$ cat config.mk
export PLATFORM = sky130hd
export DESIGN_NAME = controle_processador
export DESIGN_NICKNAME = d
export VERILOG_FILES = /design/src/rtl/controle_processador.sv
export SDC_FILE = /design/constraint.sdc
export NUM_CORES = 1
export LEC_CHECK = 0
export CAP_MARGIN = 30
export CORE_ASPECT_RATIO = 1.1
export CORE_MARGIN = 2
export CORE_UTILIZATION = 30
export CTS_BUF_LIST = sky130_fd_sc_hd__clkbuf_8
export DETAILED_ROUTE_END_ITERATION = 16
export GPL_TIMING_DRIVEN = 0
export PLACE_DENSITY = 0.66
export SLEW_MARGIN = 5
export SYNTH_ARGS = -nofsm -noshare
export SYNTH_HDL_FRONTEND = slang
export SYNTH_SLANG_ARGS = --single-unit
$ cat constraint.sdc
create_clock -name Clock -period 1.52 [get_ports Clock]
set_input_delay 0.304 -clock Clock [delete_from_list [all_inputs] [get_ports Clock]]
set_output_delay 0.304 -clock Clock [all_outputs]
set_load 0.005 [all_outputs]
$ cat src/rtl/controle_processador.sv
// -----------------------------------------------------------------------------
// controle_processador
//
// Multi-cycle control unit for the 8-bit processor datapath. Latches an
// instruction word from Entrada in T0 and sequences it through timing states
// T0..T3, producing the register-bank, bus-mux and ALU control strobes.
//
// Instruction word: op = IR[7:5], IR[4] reserved, X = IR[3:2] (destination),
// Y = IR[1:0] (source).
//   000 mv  Rx,Ry   001 mvi Rx,#D   010 add Rx,Ry   011 sub Rx,Ry
//   100 and Rx,Ry   101..111 nop
//
// Ports:
//   Clock    in   system clock, rising edge
//   Reset    in   synchronous active-high reset; forces every output to 0
//   Run      in   start request, sampled only in T0
//   Entrada  in   instruction word (T0) / immediate data (T1 of mvi)
//   IRin     out  instruction register load strobe
//   RegIn    out  one-hot register load enable
//   RegOut   out  one-hot register-to-bus select
//   DINout   out  selects Entrada onto the bus
//   Ain      out  load ALU operand register A
//   Gin      out  load ALU result register G
//   Gout     out  selects G onto the bus
//   AluOp    out  00 add, 01 sub, 10 and (nonzero only in T2)
//   Done     out  instruction retires this cycle
//   Estado   out  current timing state (T0=0 .. T3=3)
// -----------------------------------------------------------------------------
module controle_processador #(
  parameter int LARGURA  = 8,
  parameter int NUM_REGS = 4
) (
  input  logic                Clock,
  input  logic                Reset,
  input  logic                Run,
  input  logic [LARGURA-1:0]  Entrada,
  output logic                IRin,
  output logic [NUM_REGS-1:0] RegIn,
  output logic [NUM_REGS-1:0] RegOut,
  output logic                DINout,
  output logic                Ain,
  output logic                Gin,
  output logic                Gout,
  output logic [1:0]          AluOp,
  output logic                Done,
  output logic [1:0]          Estado
);

  typedef enum logic [1:0] {
    T0 = 2'd0,
    T1 = 2'd1,
    T2 = 2'd2,
    T3 = 2'd3
  } estado_t;

  typedef enum logic [2:0] {
    OP_MV   = 3'b000,
    OP_MVI  = 3'b001,
    OP_ADD  = 3'b010,
    OP_SUB  = 3'b011,
    OP_AND  = 3'b100,
    OP_NOP5 = 3'b101,
    OP_NOP6 = 3'b110,
    OP_NOP7 = 3'b111
  } opcode_t;

  estado_t            estado;
  logic [LARGURA-1:0] ir;

  opcode_t    op;
  logic [1:0] campo_x;
  logic [1:0] campo_y;
  logic       op_alu;

  assign op      = opcode_t'(ir[7:5]);
  assign campo_x = ir[3:2];
  assign campo_y = ir[1:0];
  assign op_alu  = (op == OP_ADD) || (op == OP_SUB) || (op == OP_AND);

  // IR[4] is reserved in the instruction format and never decoded.
  logic unused_ir4;
  assign unused_ir4 = ir[4];

  // 2-bit register field to one-hot select.
  function automatic logic [NUM_REGS-1:0] decodifica(input logic [1:0] campo);
    logic [NUM_REGS-1:0] um;
    um = '0;
    um[0] = 1'b1;
    return um << campo;
  endfunction

  // ---------------------------------------------------------------------------
  // State and instruction register
  // ---------------------------------------------------------------------------
  always_ff @(posedge Clock) begin
    if (Reset) begin
      estado <= T0;
      ir     <= '0;
    end else begin
      case (estado)
        T0: begin
          if (Run) begin
            ir     <= Entrada;
            estado <= T1;
          end
        end
        T1:      estado <= op_alu ? T2 : T0;
        T2:      estado <= T3;
        T3:      estado <= T0;
        default: estado <= T0;
      endcase
    end
  end

  // ---------------------------------------------------------------------------
  // Control outputs: Moore decode of (estado, IR) plus IRin = Run in T0.
  // Reset gates everything to zero, so an aborted instruction never shows Done.
  // ---------------------------------------------------------------------------
  always_comb begin
    IRin   = 1'b0;
    RegIn  = '0;
    RegOut = '0;
    DINout = 1'b0;
    Ain    = 1'b0;
    Gin    = 1'b0;
    Gout   = 1'b0;
    AluOp  = 2'b00;
    Done   = 1'b0;
    Estado = '0;

    if (!Reset) begin
      Estado = estado;
      case (estado)
        T0: begin
          IRin = Run;
        end

        T1: begin
          case (op)
            OP_MV: begin
              RegOut = decodifica(campo_y);
              RegIn  = decodifica(campo_x);
              Done   = 1'b1;
            end
            OP_MVI: begin
              DINout = 1'b1;
              RegIn  = decodifica(campo_x);
              Done   = 1'b1;
            end
            OP_ADD, OP_SUB, OP_AND: begin
              RegOut = decodifica(campo_x);
              Ain    = 1'b1;
            end
            default: begin
              Done = 1'b1;
            end
          endcase
        end

        // T2/T3 are only entered from an ALU opcode.
        T2: begin
          RegOut = decodifica(campo_y);
          Gin    = 1'b1;
          case (op)
            OP_SUB:  AluOp = 2'b01;
            OP_AND:  AluOp = 2'b10;
            default: AluOp = 2'b00;
          endcase
        end

        T3: begin
          Gout  = 1'b1;
          RegIn = decodifica(campo_x);
          Done  = 1'b1;
        end

        default: ;
      endcase
    end
  end

endmodule

# Yosys cells after proc, flatten, opt, wreduce, memory -nomap -nowiden
# Index checks and enable logic that the tools add are counted.
dict set report word_totals {
  register_bits 10
  in_bits 11
  output_inout_bits 18
}
dict set report classes {
  eq_ne 8
  shift 2
  n_mux 28
  reduce_logical 7
}
# cell n
set op_table {}
lappend op_table {{$pmux W4 S2} 3}
lappend op_table {{$mux W1} 14}
lappend op_table {{$mux W4} 3}
lappend op_table {{$mux W2} 5}
lappend op_table {{$pmux W2 S4} 1}
lappend op_table {{$shl A1 B2 Y4 const A} 2}
lappend op_table {{$eq A3 B2 Y1 const B} 2}
lappend op_table {{$eq A2 B2 Y1 const B} 2}
lappend op_table {{$pmux W2 S2} 1}
lappend op_table {{$eq A3 B1 Y1 const B} 1}
lappend op_table {{$eq A3 B3 Y1 const B} 1}
lappend op_table {{$logic_not A3 Y1} 1}
lappend op_table {{$reduce_or A3 Y1} 1}
lappend op_table {{$eq A2 B1 Y1 const B} 1}
lappend op_table {{$logic_not A2 Y1} 1}
lappend op_table {{$logic_or A1 B1 Y1} 2}
lappend op_table {{$ne A2 B2 Y1 const B} 1}
lappend op_table {{$pmux W1 S2} 1}
lappend op_table {{$reduce_and A2 Y1} 1}
lappend op_table {{$reduce_or A2 Y1} 1}

# Depth between registers and ports, before layout
dict set report depth {
  word_depth 5
  depth_mapped 6
}

# Worst setup path after synthesis
# No wires, ideal clock.
dict set report synth_timing {
  kind {flip-flop to output port}
  from {reg estado[0]}
  to {out RegOut[0]}
  arrival_ns 1.347
  path_slack_ns -0.131
  path_stages_with_launch 6
  path_buffers 0
  cell_sequence {dfxtp_1 inv_1 ha_1 nand2b_1 or3_1 o22ai_1}
}
dict set report synth_between {
  elab_chain_cells 3
  word_cells_on_any_way 4
  classes_between {eq/ne (2); mux (2)}
}
# element line_no
set synth_lines {}
lappend synth_lines {{from (decl)} 67} ;# estado_t estado;
lappend synth_lines {{from (signal assigned)} 107} ;# T1: estado <= op_alu ? T2 : T0;
lappend synth_lines {{$eq A2 B2 Y1 / $eq A2 B1 Y1 (equally long branches)} 133} ;# case (estado)
lappend synth_lines {{$pmux W4 S2 (*)} 133}
lappend synth_lines {{$mux W4 (*)} 131} ;# if (!Reset) begin
lappend synth_lines {{to (decl)} 39} ;# output logic [NUM_REGS-1:0] RegOut,
# Every way passes the cells marked *; elsewhere a longest branch is shown, timed or not.

# Worst setup path in the final report
# Same ends and word-level chain as after synthesis.

==> impl_metrics.env <==
export IMPL_cts_tree="yes"
export IMPL_clk_pin_slew_ps=50
export IMPL_routed_wirelength_mm=2.263
export IMPL_io_pins=29
export IMPL_avgRoutedWirePerCell_microns=13.80
export IMPL_max_freq_mhz=521.2
export IMPL_violations="setup timing"
export IMPL_stdcell_count=164
export IMPL_worst_r2r_path_depth=7
export IMPL_dp_hpwl_mm=1.288
export IMPL_rsz0062_at_grt="yes"
export IMPL_max_slew_margin_pct=81.41
export IMPL_netlist_instances=85
export IMPL_via_per_inst=4.902
export IMPL_peakVddDrop_mv=0.5776
export IMPL_numCtsBuffers=3
export IMPL_die_y_microns=53.17
export IMPL_synthArstFlopShare_pct=0
export IMPL_crit_fanout=5
export IMPL_place_ws_ps=-775.2
export IMPL_skew_ps=3.569
export IMPL_ant_nets=0
export IMPL_grt_pass1_wl_mm=3.519
export IMPL_synth_area_sq_um=659.4
export IMPL_first_pass_iters=5
export IMPL_hold_buffers=0
export IMPL_fin_ws_ps=-398.8
export IMPL_dieArea_sq_um=2589
export IMPL_arrival_ps=1610
export IMPL_final_nets=153
export IMPL_antenna_found_initial=0
export IMPL_drt_iter0_markers=24
export IMPL_h_tree_depth=1
export IMPL_grt_max_degree=11
export IMPL_worst_hold_slack_ps=433.5
export IMPL_clock_latency_ps=240
export IMPL_status="finished with violations"
export IMPL_rows=17
export IMPL_layout_commonest_cell="buf_4"
export IMPL_required_ps=1220
export IMPL_ys_flop_type="dfxtp_1"
export IMPL_hold_viol_final=0
export IMPL_crit_path_end_kind="output pin"
export IMPL_tightest_slew_ps=278.5
export IMPL_synth_nets=101
export IMPL_area_growth_pct=94.88
export IMPL_gp_congestion=0.7725
export IMPL_ys_seq_elements=9
export IMPL_grtUsageTotal_pct=17.75
export IMPL_yosysWarnings=0
export IMPL_layout_worst_path_cycle_share_pct=126.2
export IMPL_drv_cap=0
export IMPL_synth_area_per_cell_sq_um=7.757
export IMPL_ys_types=28
export IMPL_setup_violations=14
export IMPL_via_count=804
export IMPL_yosysSeqAreaShare_pct=27.32
export IMPL_drc_errors=0
export IMPL_start_util_pct=32.29
export IMPL_drive_gt1_share_pct=55.88
export IMPL_grt_pass1_vias=786
export IMPL_core_area_sq_um=2042
export IMPL_root_buffer="clkbuf_8"
export IMPL_cts_sinks=9
export IMPL_drv_slew=0
export IMPL_diodes=0
export IMPL_start_kind="flop"
export IMPL_hold_path_class="in -> reg"
export IMPL_gr_total_overflow=0
export IMPL_io_buffers=26
export IMPL_synth_edf_count=0
export IMPL_power_leakage_nw=0.5353
export IMPL_power_w=0.0008922
export IMPL_path_class="reg -> out"
export IMPL_clockBufferDepth=2
export IMPL_hold_path_depth=3
export IMPL_finalCriticalPeriod_ps=1919
export IMPL_final_setup_tns_ps=-3525
export IMPL_power_density_nw_per_um2=694.3
export IMPL_die_x_microns=48.70
export IMPL_layout_common_cells="buf_4, buf_2, nand2_1, nand3_1, clkdlybuf4s50_1"
export IMPL_dp_cells=139
## Yosys cell counts, drive strengths merged (2+ instances only)
master,number,area (sq um)
nor3b,4,46.29
nand2b,4,25.02
dfxtp,9,180.2
nand2,10,37.54
o32ai,3,33.79
nor2b,3,18.77
nand3b,3,22.52
ha,5,62.56
inv,3,11.26
nor2,9,33.78
nand3,8,40.04
buf,3,15.01
a21oi,8,40.04
or3,2,12.51
## cell type report
cell class / count / area (sq um)
Fill cell: 182 / 757.0
Multi-Input combinational cell: 69 / 598.1
Timing Repair Buffer: 47 / 351.6
Sequential cell: 9 / 195.2
Clock buffer: 3 / 41.29
Buffer: 4 / 41.29
Tap cell: 28 / 35.03
Inverter: 3 / 18.77
Clock inverter: 1 / 3.754
## report_power, final
part	switching [W]	leakage, nW	internal (W)
clock network	0.000100	0.0269	0.000176
logic	0.000149	0.432	0.000190
registers	0.0000244	0.0766	0.000252
total	0.000274	0.535	0.000618
## worst max-delay path, cell delays in order (launching register included)
cell and delay, ps:
dfxtp_4 370, inv_4 50, ha_4 280, nand2b_4 70, or3_4 330, o22ai_2 160
buf_2 130
## stage by stage
step | util, % | instance area, sq um
5_1_grt | 62.93 | 1285
4_1_cts | 61.46 | 1255
2_1_floorplan | - | 666.9
3_5_place_dp | 47.12 | 962.2
6_report | 62.93 | 1285
3_3_place_gp | 47.12 | 962.2
## final timing paths
path              slack (ps)      start         to
hold / removal           430        Run      ir[6]
setup reg to reg          70  estado[0]  estado[0]
setup / recovery        -400  estado[0]  RegOut[0]
hold reg to reg          510      ir[0]      ir[0]
## cells by family (layout without fill, tap and decap cells)
kind of cell	count (synthesis)	in the layout	synth area share, %
and+or+nand+nor	47	47	40.04
buffers and inverters	7	58	4.553
DFF	9	9	27.32
AOI/OAI and AO/OA	17	17	18.60
adders and majority gates	5	5	9.488
## metal layers
metal,part of all wire (%),GRT usage [%],wire (microns)
met1,41,21.06,936
met5,0,0,0
met3,6.5,2.542,148
met2,51,32.42,1151
met4,1.2,7.143,27
## timing repair
action	in CTS	in global routing
gates cloned	0	0
setup endpoints to repair	18	17
gates resized for setup	107	6
hold endpoints to repair	0	0
pin swaps	14	5
setup buffers	19	2
Power figures use the tool's default switching activity.
